File: config.mk
export PLATFORM = sky130hd
export DESIGN_NAME = alu_op_sequencer
export DESIGN_NICKNAME = d
export VERILOG_FILES = /design/src/rtl/alu_op_sequencer.sv
export SDC_FILE = /design/constraint.sdc
export NUM_CORES = 1
export LEC_CHECK = 0
export CAP_MARGIN = 5
export CORE_ASPECT_RATIO = 1.4
export CORE_MARGIN = 3
export CORE_UTILIZATION = 38
export DETAILED_ROUTE_END_ITERATION = 10
export HOLD_SLACK_MARGIN = 0.03
export MAX_ROUTING_LAYER = met4
export PLACE_DENSITY = 0.71
export REMOVE_ABC_BUFFERS = 1
export SLEW_MARGIN = 25
export SYNTH_ARGS = -nofsm -noshare
export SYNTH_HDL_FRONTEND = slang
export SYNTH_SLANG_ARGS = --single-unit
export TNS_END_PERCENT = 100
File: constraint.sdc
create_clock -name clk -period 4.9 [get_ports clk]
set_clock_uncertainty 0.2 [all_clocks]
set_input_delay 1.47 -clock clk [delete_from_list [all_inputs] [get_ports clk]]
set_output_delay 1.47 -clock clk [all_outputs]
set_load 0.01 [all_outputs]
File: src/rtl/alu_op_sequencer.sv
// FIFO-buffered issue/collect sequencer for the 2-bit ALU: FIFO -> S1 issue register -> S2 result register.
// Optional result self-check enabled by defining ALU_SEQ_CHECK_EN; otherwise err is tied to 0.
`timescale 1ns/1ps
module alu_op_sequencer #(
    parameter int DEPTH = 4
) (
    input  logic                     clk,
    input  logic                     rst,
    input  logic                     in_valid,
    output logic                     in_ready,
    input  logic [1:0]               in_opcode,
    input  logic [1:0]               in_a,
    input  logic [1:0]               in_b,
    output logic [1:0]               alu_a,
    output logic [1:0]               alu_b,
    output logic [1:0]               alu_opcode,
    output logic                     alu_rst,
    input  logic [3:0]               alu_r,
    output logic                     out_valid,
    input  logic                     out_ready,
    output logic [3:0]               out_result,
    output logic [1:0]               out_opcode,
    output logic [$clog2(DEPTH):0]   level,
    output logic                     err
);
    localparam int AW = $clog2(DEPTH);
    localparam int LW = AW + 1;

    logic [5:0]    mem_q [DEPTH];
    logic [AW-1:0] wr_ptr_q, rd_ptr_q;
    logic [LW-1:0] level_q, level_d;
    logic          s1_v_q;
    logic [5:0]    s1_q;          // {opcode, a, b}
    logic          out_valid_q;
    logic [5:0]    s2_q;          // {opcode, result}
    logic          push, pop, s2_ld, s1_adv;

    assign in_ready = (level_q != LW'(DEPTH));
    assign push     = in_valid & in_ready;
    assign s2_ld    = s1_v_q & (~out_valid_q | out_ready);
    assign s1_adv   = ~s1_v_q | s2_ld;
    assign pop      = s1_adv & (level_q != '0);

    always_comb begin
        level_d = level_q;
        if (push && !pop)
            level_d = level_q + 1'b1;
        else if (pop && !push)
            level_d = level_q - 1'b1;
    end

    always_ff @(posedge clk or negedge rst) begin
        if (!rst) begin
            for (int i = 0; i < DEPTH; i++)
                mem_q[i] <= '0;
            wr_ptr_q    <= '0;
            rd_ptr_q    <= '0;
            level_q     <= '0;
            s1_v_q      <= 1'b0;
            s1_q        <= '0;
            out_valid_q <= 1'b0;
            s2_q        <= '0;
        end else begin
            if (push) begin
                mem_q[wr_ptr_q] <= {in_opcode, in_a, in_b};
                wr_ptr_q        <= wr_ptr_q + 1'b1;
            end
            if (pop)
                rd_ptr_q <= rd_ptr_q + 1'b1;
            level_q <= level_d;
            // S1 keeps stale operands when it empties so alu_* only change on a real issue
            if (s1_adv) begin
                s1_v_q <= pop;
                if (pop)
                    s1_q <= mem_q[rd_ptr_q];
            end
            if (s2_ld) begin
                out_valid_q <= 1'b1;
                s2_q        <= {s1_q[5:4], alu_r};
            end else if (out_ready) begin
                out_valid_q <= 1'b0;
            end
        end
    end

    assign alu_opcode = s1_q[5:4];
    assign alu_a      = s1_q[3:2];
    assign alu_b      = s1_q[1:0];
    assign alu_rst    = ~s1_v_q;
    assign out_valid  = out_valid_q;
    assign out_opcode = s2_q[5:4];
    assign out_result = s2_q[3:0];
    assign level      = level_q;

`ifdef ALU_SEQ_CHECK_EN
    logic err_q;

    function automatic logic [3:0] alu_expect(input logic [1:0] op, input logic [1:0] a,
                                              input logic [1:0] b);
        case (op)
            2'b00:   return {2'b00, a} + {2'b00, b};
            2'b01:   return {2'b00, a} - {2'b00, b};
            2'b10:   return {2'b00, a & b};
            default: return {2'b00, a | b};
        endcase
    endfunction

    always_ff @(posedge clk or negedge rst) begin
        if (!rst)
            err_q <= 1'b0;
        else if (s2_ld && ($isunknown(alu_r) || (alu_r != alu_expect(s1_q[5:4], s1_q[3:2], s1_q[1:0]))))
            err_q <= 1'b1;
    end

    assign err = err_q;
`else
    assign err = 1'b0;
`endif

endmodule
==> qor.csv <==
metric;value;unit
status;completed;
Die ar.;0.00618;mm²
pre-CTS setup slack;1060;ps
sequential fraction of the synthesis area;56.4;%
core area;0.00495;mm²
DIE WIDTH;67.3;µm
Setup CP Type;in -> reg;
# rows;30;
Final Cycle Share;71.8;%
CP Max Fanout;8;
peak supply drop;0.000286;V
worst setup margin;1380;ps
Max Root-Sink Buffers;2;
power density cells;648;mW/mm²
largest net degree at the start of global routing;46;
# IOs;33;
Post-Synthesis Cells;129;
DP Area;0.00235;mm²
CTS tree;yes;
vias;1119;
cts bufs inserted;5;
endpoints failing setup;0;
Post-CTS Setup Bufs;0;
combined area of the multi-input logic cells;812;µm²
# diodes;0;
setup TNS;0;ps
Synth Register Bits;45;
leak pwr;1.04;nW
fillers;436;
gpl congestion;0.770;
most common cell after layout, fill and taps aside;dfrtp_1;
Req. time, crit path;4880;ps
DRC violations left;0;
Nets;181;
Post-Syn Area per Cell;15.5;µm²
DR WL/cell;15.8;µm
Sequential Area;0.00113;mm²
post-route cell area;0.00243;mm²
GRT Total Usage;13.3;%
HPWL Detailed;2610;µm
drt first-iter violations;37;
H-tree Lvls;2;
WP data arrival;3490;ps
Hold Worst Slack;305;ps
Least-Margin Pin Slew;553;ps
Via density;4.95;
Pwr Total;1.57;mW
vias in the first global route;1210;
crit start category;input pin;
Resized Gates After CTS;0;
Worst Hold Class;reg -> reg;
Starting Density;40.3;%
share of cells above drive strength 1;31.5;%
input/output buffers;31;
Die Ht;91.8;µm
GRT overflow;0;
Synth top area share;56.4;%
FMAX;284;MHz
unrepaired setup endpoints after global routing;no;
DRT Pass-1 Iters;2;
total wire length;3580;µm
first-pass GRT wire length;5870;µm
Yosys warnings;0;
initial antenna violation count;0;
crit path time final;3520;ps
Distinct cells, synth;23;
largest area contributor in the netlist;dfrtp_1;
clk slew on worst S/H paths;80;ps
root buffer cell;clkbuf_8;
Final Max Slew Viols;0;
Worst Setup End Kind;register;
post-detailed-route count of antenna-violating nets;0;
Worst slew margin;63.1;%
clk sinks;45;
final number of hold-violating endpoints;0;
# hold bufs at CTS;0;
leading cell types in the layout, fill and taps excluded;dfrtp_1, mux2_2, clkdlybuf4s50_1;
max cap viols;0;
Layout area overhead;21.5;%
top cells by area, synth;dfrtp_1, mux2_2, mux4_2;
worst skew pair latency;290;ps
synthesized area;0.00200;mm²
-- cell families (layout without fill, tap and decap cells) --
group	Yosys count	after routing	share of synthesized area (%)
fa+ha+maj	6	6	4.13
mux	44	44	29.3
flops	45	45	56.4
other cells	1	1	0.188
xor+xnor	6	6	2.63
buf+inv	12	45	3.01
simple gates	15	15	4.38
-- sequential cells by signal, indices dropped and copies added (netlist names) --
signal	count
mem_q	24
out_valid	1
s1_q	6
s1_v_q	1
level	3
wr_ptr_q	2
rd_ptr_q	2
s2_q	6
-- metal layers --
layer  global-route usage (%)  share of wire [%]  vias up
li1                         -                  -      515
met1                     14.9                 41      569
met2                     22.0                 53       31
met3                     3.68                4.2        4
met4                     5.58                1.8        0
met5                        -                  0        -
-- critical path, stage by stage --
cell	delay, ps
clkdlybuf4s50_1	480
nand3b_1	140
and2_1	360
inv_1	90
ha_1	220
inv_1	70
fa_1	400
mux2_2	270
-- worst paths after layout --
path	startpoint	endpoint	slack, ps	depth (start not counted)
setup / recovery	out_ready	level[1]$_DFFE_PN0P_	1380	8
setup reg to reg	level[0]$_DFFE_PN0P_	level[2]$_DFFE_PN0P_	2320	9
max in group asynchronous	rst	mem_q[2]$_DFFE_PN0P_	3160	1
hold reg to reg	mem_q[11]$_DFFE_PN0P_	mem_q[11]$_DFFE_PN0P_	310	1
min in group asynchronous	rst	s2_q[0]$_DFFE_PN0P_	960	1
hold / removal	mem_q[11]$_DFFE_PN0P_	mem_q[11]$_DFFE_PN0P_	310	1
-- cell type report --
cell class                      count  area share [%]
Multi-Input combinational cell     72            33.4
Sequential cell                    45            46.4
Tap cell                           64            3.30
Inverter                            6           0.927
Timing Repair Buffer               31            12.7
Clock buffer                        8            3.30
-- power breakdown --
group	internal (mW)	switching (mW)
sequential	0.556	0.139
clock	0.101	0.114
combinational	0.436	0.227
-- synthesized netlist by cell type --
cell,n
and2_1,1
and3_4,1
buf_1,1
buf_2,3
buf_4,1
buf_6,1
conb_1,1
dfrtp_1,45
fa_1,1
ha_1,5
inv_1,6
mux2_2,32
mux2_4,6
mux4_2,6
nand2_1,3
nand2b_1,2
nand3_1,4
nand3b_1,1
nor2_1,1
or3_1,1
or3b_1,1
xnor2_1,3
xor2_1,3
-- per-stage QoR --
stage / util, % / instances
6_report: 49.0 / 226
3_3_place_gp: 47.3 / 218
2_1_floorplan: - / 123
3_5_place_dp: 47.3 / 218
4_1_cts: 49.0 / 226
5_1_grt: 49.0 / 226
Note: power is estimated with default switching activity, not from simulation.
